$ cat src/rtl/imem_loader.sv
// Byte-stream boot loader: parses a big-endian {count, words, xor checksum} image from the UART
// and writes it into the instruction RAM, holding the CPU in reset until the image verifies.
module imem_loader #(
    parameter int unsigned ADDR_WIDTH = 8
) (
    input  logic                  clk,
    input  logic                  reset,
    input  logic [7:0]            rx_data,
    input  logic                  rx_valid,
    output logic                  MemWrite,
    output logic [30:0]           WriteAddress,
    output logic [31:0]           WriteData,
    output logic                  cpu_hold,
    output logic                  load_done,
    output logic                  load_error,
    output logic [ADDR_WIDTH:0]   words_loaded
);

    localparam int unsigned Depth = 1 << ADDR_WIDTH;

    typedef enum logic [2:0] {
        StCntHi,
        StCntLo,
        StData,
        StCheck,
        StDone,
        StError
    } state_e;

    state_e                state_q, state_d;
    logic [7:0]            cnt_hi_q, cnt_hi_d;
    logic [15:0]           count_q, count_d;
    logic [1:0]            byte_cnt_q, byte_cnt_d;
    logic [23:0]           asm_q, asm_d;
    logic [7:0]            csum_q, csum_d;
    logic                  mem_write_q, mem_write_d;
    logic [30:0]           waddr_q, waddr_d;
    logic [31:0]           wdata_q, wdata_d;
    logic [ADDR_WIDTH:0]   words_q, words_d;
    logic                  done_q, done_d;
    logic                  error_q, error_d;
    logic                  hold_q, hold_d;
    logic [15:0]           n_word;

    assign n_word = {cnt_hi_q, rx_data};

    always_ff @(posedge clk) begin
        if (!reset) begin
            state_q     <= StCntHi;
            cnt_hi_q    <= 8'h00;
            count_q     <= 16'h0000;
            byte_cnt_q  <= 2'd0;
            asm_q       <= 24'h000000;
            csum_q      <= 8'h00;
            mem_write_q <= 1'b0;
            waddr_q     <= 31'h0;
            wdata_q     <= 32'h0;
            words_q     <= '0;
            done_q      <= 1'b0;
            error_q     <= 1'b0;
            hold_q      <= 1'b1;
        end else begin
            state_q     <= state_d;
            cnt_hi_q    <= cnt_hi_d;
            count_q     <= count_d;
            byte_cnt_q  <= byte_cnt_d;
            asm_q       <= asm_d;
            csum_q      <= csum_d;
            mem_write_q <= mem_write_d;
            waddr_q     <= waddr_d;
            wdata_q     <= wdata_d;
            words_q     <= words_d;
            done_q      <= done_d;
            error_q     <= error_d;
            hold_q      <= hold_d;
        end
    end

    always_comb begin
        state_d     = state_q;
        cnt_hi_d    = cnt_hi_q;
        count_d     = count_q;
        byte_cnt_d  = byte_cnt_q;
        asm_d       = asm_q;
        csum_d      = csum_q;
        mem_write_d = 1'b0;
        waddr_d     = waddr_q;
        wdata_d     = wdata_q;
        words_d     = words_q;

        if (rx_valid) begin
            unique case (state_q)
                StCntHi: begin
                    cnt_hi_d = rx_data;
                    state_d  = StCntLo;
                end
                StCntLo: begin
                    count_d    = n_word;
                    byte_cnt_d = 2'd0;
                    if (32'(n_word) > Depth) begin
                        state_d = StError;
                    end else if (n_word == 16'h0000) begin
                        state_d = StCheck;
                    end else begin
                        state_d = StData;
                    end
                end
                StData: begin
                    csum_d     = csum_q ^ rx_data;
                    byte_cnt_d = byte_cnt_q + 2'd1;
                    asm_d      = {asm_q[15:0], rx_data};
                    if (byte_cnt_q == 2'd3) begin
                        // Count never exceeds Depth, so the index is always in range here.
                        mem_write_d = 1'b1;
                        wdata_d     = {asm_q, rx_data};
                        waddr_d     = 31'({words_q[ADDR_WIDTH-1:0], 2'b00});
                        words_d     = words_q + {{ADDR_WIDTH{1'b0}}, 1'b1};
                        if (32'(words_d) == 32'(count_q)) begin
                            state_d = StCheck;
                        end
                    end
                end
                StCheck: begin
                    if (rx_data == csum_q) begin
                        state_d = StDone;
                    end else begin
                        state_d = StError;
                    end
                end
                default: begin
                end
            endcase
        end

        done_d  = (state_d == StDone);
        error_d = (state_d == StError);
        hold_d  = (state_d != StDone);
    end

    assign MemWrite     = mem_write_q;
    assign WriteAddress = waddr_q;
    assign WriteData    = wdata_q;
    assign cpu_hold     = hold_q;
    assign load_done    = done_q;
    assign load_error   = error_q;
    assign words_loaded = words_q;

endmodule

$ cat config.mk
export PLATFORM = sky130hd
export DESIGN_NAME = imem_loader
export DESIGN_NICKNAME = d
export VERILOG_FILES = /design/src/rtl/imem_loader.sv
export SDC_FILE = /design/constraint.sdc
export NUM_CORES = 1
export LEC_CHECK = 0
export ABC_AREA = 1
export BUFFER_PORTS_ARGS = -buffer_cell sky130_fd_sc_hd__buf_2
export CORE_ASPECT_RATIO = 2
export CORE_MARGIN = 4
export CORE_UTILIZATION = 50
export CTS_CLUSTER_SIZE = 28
export DETAILED_ROUTE_END_ITERATION = 6
export PLACE_DENSITY_LB_ADDON = 0.25
export SETUP_SLACK_MARGIN = 0.05
export SLEW_MARGIN = 25
export SYNTH_ARGS = -nofsm -noshare
export SYNTH_HDL_FRONTEND = slang
export SYNTH_SLANG_ARGS = --single-unit
$ cat constraint.sdc
create_clock -name clk -period 2.1 [get_ports clk]
set_clock_uncertainty 0.1 [all_clocks]
set_input_delay 0.42 -clock clk [delete_from_list [all_inputs] [get_ports clk]]
set_output_delay 0.42 -clock clk [all_outputs]
set_load 0.005 [all_outputs]
==> flow_summary_export.csv <==
group,metric,value,unit
outcome,outcome,"completed",
placement,placed_area,0.00499,mm2
logic_synthesis,syn_area_per_cell,7.47,um2
logic_synthesis,yosysTopAreaCell,"dfxtp_1",
pwr,combPwrFrac,0.057,
placement,hpwl,7690,um
timing,slew_viol_final,0,
grt,grt_max_degree,49,
grt,grt-ovfl-total,0,
grt,grt_pass1_wl,18400,um
detailed_routing,postRouteAntennaNets,0,
pwr,switchingPower,1260,uW
logic_synthesis,synth.area.mux_share,0,
detailed_routing,dr_total_vias,4101,
floorplanning,fp.dieArea,0.0110,mm2
clock_tree,cts_max_path_buffers,2,
grt,grt_usage,0.210,
floorplanning,fp.dieH,144,um
logic_synthesis,synth_ff_type,"dfxtp_1",
detailed_routing,wl_per_cell,14.1,um
logic_synthesis,async_reset_ff_frac,0,
clock_tree,cts_made_buffers,17,
pwr,powerDensity,1040,mW/mm2
detailed_routing,via_per_inst,5.13,
critical_path,crit-reg2reg-launch,"state_q[1]",
critical_path,critPathRequiredTime,2.33,ns
logic_synthesis,synth_edf_count,0,
floorplanning,initial_core_util,0.515,
clock_tree,cts_tree,"built",
floorplanning,die_x,76.1,um
pwr,power_frac_clock,0.557,
layout,area_growth,22.4,%
logic_synthesis,synth_xor_area_frac,0.0189,
timing,min_period_over_period,0.862,
logic_synthesis,synth_top_family_by_area,"simple AND/OR/NAND/NOR gates",
critical_path,path_common_cell,"nand2_2",
placement,gp_congestion,0.823,
logic_synthesis,synthAdderAreaFrac,0.00539,
detailed_routing,first_iter_violations,205,
pwr,ir_drop,0.763,mV
worst_hold_path,min_from,"rx_data[0]",
worst_hold_path,holdPathStages,3,
logic_synthesis,synthesis.area,0.00464,mm2
placement,port_buffers,63,
critical_path,critPathTopFamily,"simple AND/OR/NAND/NOR gates",
logic_synthesis,synth_compound_area_frac,0.168,
critical_path,max_stage_delay,0.37,ns
logic_synthesis,synth.distinct_cells,26,
timing,fmax,552,MHz
floorplanning,rows,49,
logic_synthesis,synthTopCellsByCount,"dfxtp_1 (114), nor2_1 (98), o21ai_0 (93)",
clock_tree,clock_latency,0.41,ns
floorplanning,core_area,0.00901,mm2
worst_hold_path,hold_end,"WriteData[0]",
critical_path,crit_chain,"nand2_1 > nor2_2 > nand2_2 > inv_2 > nand2_2 > buf_4 > nor2_1 > inv_1 > o21ai_0",
logic_synthesis,yosysWarnings,0,
timing,setup_violations,0,
critical_path,crit_start,"state_q[1]",
logic_synthesis,syn_inst,621,
critical_path,crit-reg2reg-capture,"WriteData[6]",
logic_synthesis,synthTopCellsByArea,"dfxtp_1 (49%), o21ai_0 (10%), nor2_1 (7.9%)",
clock_tree,root_buffer,"clkbuf_16",
grt,antenna_found_initial,0,
critical_path,crit_arrival,2.04,ns
clock_tree,clkTransAtPathRegs,0.05,ns
critical_path,start_kind,"flop",
layout,fin_nets,698,
critical_path,r2r_slack,0.29,ns
logic_synthesis,ys_seq_area_frac,0.492,
critical_path,cp-end-kind,"flop",
logic_synthesis,synth_most_common_cell,"dfxtp_1",
timing,fin_crit,1.81,ns
pwr,p_int,4630,uW
grt,grt_pass1_vias,3956,
layout,num_antenna_cells,0,
run,maxCapViolations,0,
logic_synthesis,synth_seq_cells,114,
timing,hold_viol_final,0,
detailed_routing,remaining_drc_errors,0,
layout,drive_gt1_frac,0.170,
pwr,sw_frac_of_total,0.214,
pwr,leakage,0.00259,uW
layout,final_cell_count_no_fill,800,
floorplanning,pin_count,87,
logic_synthesis,yosys.area_share.simple,0.205,
placement,dp_cells,768,
critical_path,crit_fanout,40,
timing,tns,0,ns
clock_tree,clock_sinks,114,
detailed_routing,drtPass1Iterations,7,
timing,grt_setup_unrepaired,"false",
detailed_routing,wirelength,11200,um
pwr,power_frac_seq,0.386,
clock_tree,htree_levels,4,
critical_path,rr_worst_depth,9,
logic_synthesis,synth_top_area_share,0.492,
critical_path,worstSetupPathType,"reg2reg",
critical_path,critPathBufInv,3,
clock_tree,cts-hold-fix-buffers,0,
layout,design_area,0.00568,mm2
worst_hold_path,hold_path_class,"in2reg",
critical_path,worst_path_max_delay_cell,"dfxtp_1",
cell families (layout without fill, tap and decap cells):
logic type,count (synthesis),after routing
other cells,1,23
fa+ha+maj,2,2
buf+inv,111,166
compound gates,153,153
xor+xnor,10,10
flops,114,114
simple gates,230,230
flip-flops by register name, summed over array words and instances (netlist names), 2 cells and up:
name	count
WriteAddress	8
WriteData	32
asm_q	24
byte_cnt_q	2
cnt_hi_q	8
count_q	16
csum_q	8
state_q	3
words_loaded	9
worst max-delay path by stage:
stage                              end  slack (ns)  cells after the start
after floorplan               cpu_hold        0.42                     11
after global placement       load_done        0.27                     10
after detailed placement    load_error        0.22                     13
after CTS                   load_error        0.19                     13
after global routing        load_error        0.09                     13
final                     WriteData[6]        0.29                      9
worst min-delay path: cells and delay by family:
| family | cells | cell delay [ns] |
|---|---|---|
| buffers and inverters | 1 | 0.16 |
| and+or+nand+nor | 2 | 0.13 |
repair_timing:
item / in CTS / in global routing
endpoints found under the setup margin: 0 / 4
setup buffers: 0 / 0
resized for setup: 0 / 1
power by group through the flow:
| stage | clock network, uW | registers [uW] | logic (uW) |
|---|---|---|---|
| finish | 3290 | 2270 | 336 |
| global route | 3420 | 2280 | 386 |
| CTS | 3320 | 2270 | 334 |
| detailed placement | 0 | 2320 | 330 |
| global placement | 0 | 2310 | 322 |
| floorplan | 0 | 2310 | 263 |
per-layer routing:
layer / part of all wire / up-vias / global-route usage
li1: - / 2095 / -
met1: 0.40 / 1848 / 0.226
met2: 0.52 / 137 / 0.368
met3: 0.059 / 21 / 0.0623
met4: 0.025 / 0 / 0.110
met5: 0 / - / 0
layout by cell type (no fill, tap or decap), types with 4 or more instances in the layout:
cell	count
dfxtp_1	113
nor2_1	98
o21ai_0	93
nand2_1	79
buf_2	63
inv_1	55
a21oi_1	53
nand3_1	40
conb_1	23
clkbuf_16	17
buf_4	11
xnor2_1	8
bufinv_16	6
nand2_2	5
a211oi_1	4
layout make-up:
class	count	area, um2
Clock buffer	19	453
Clock inverter	13	231
Multi-Input combinational cell	418	1930
Tap cell	102	128
Fill cell	814	3330
Inverter	58	218
Sequential cell	114	2280
Timing Repair Buffer	76	438
stage by stage:
step           total power (uW)  hold WS (ns)  setup slack, ns   util
2_1_floorplan              2570         0.329            0.417      -
3_3_place_gp               2640         0.340            0.272  0.554
3_5_place_dp               2650         0.344            0.216  0.554
4_1_cts                    5930         0.229            0.193  0.630
5_1_grt                    6080         0.247           0.0949  0.630
6_report                   5900         0.244            0.290  0.630
Note: power is estimated with default switching activity, not from simulation.
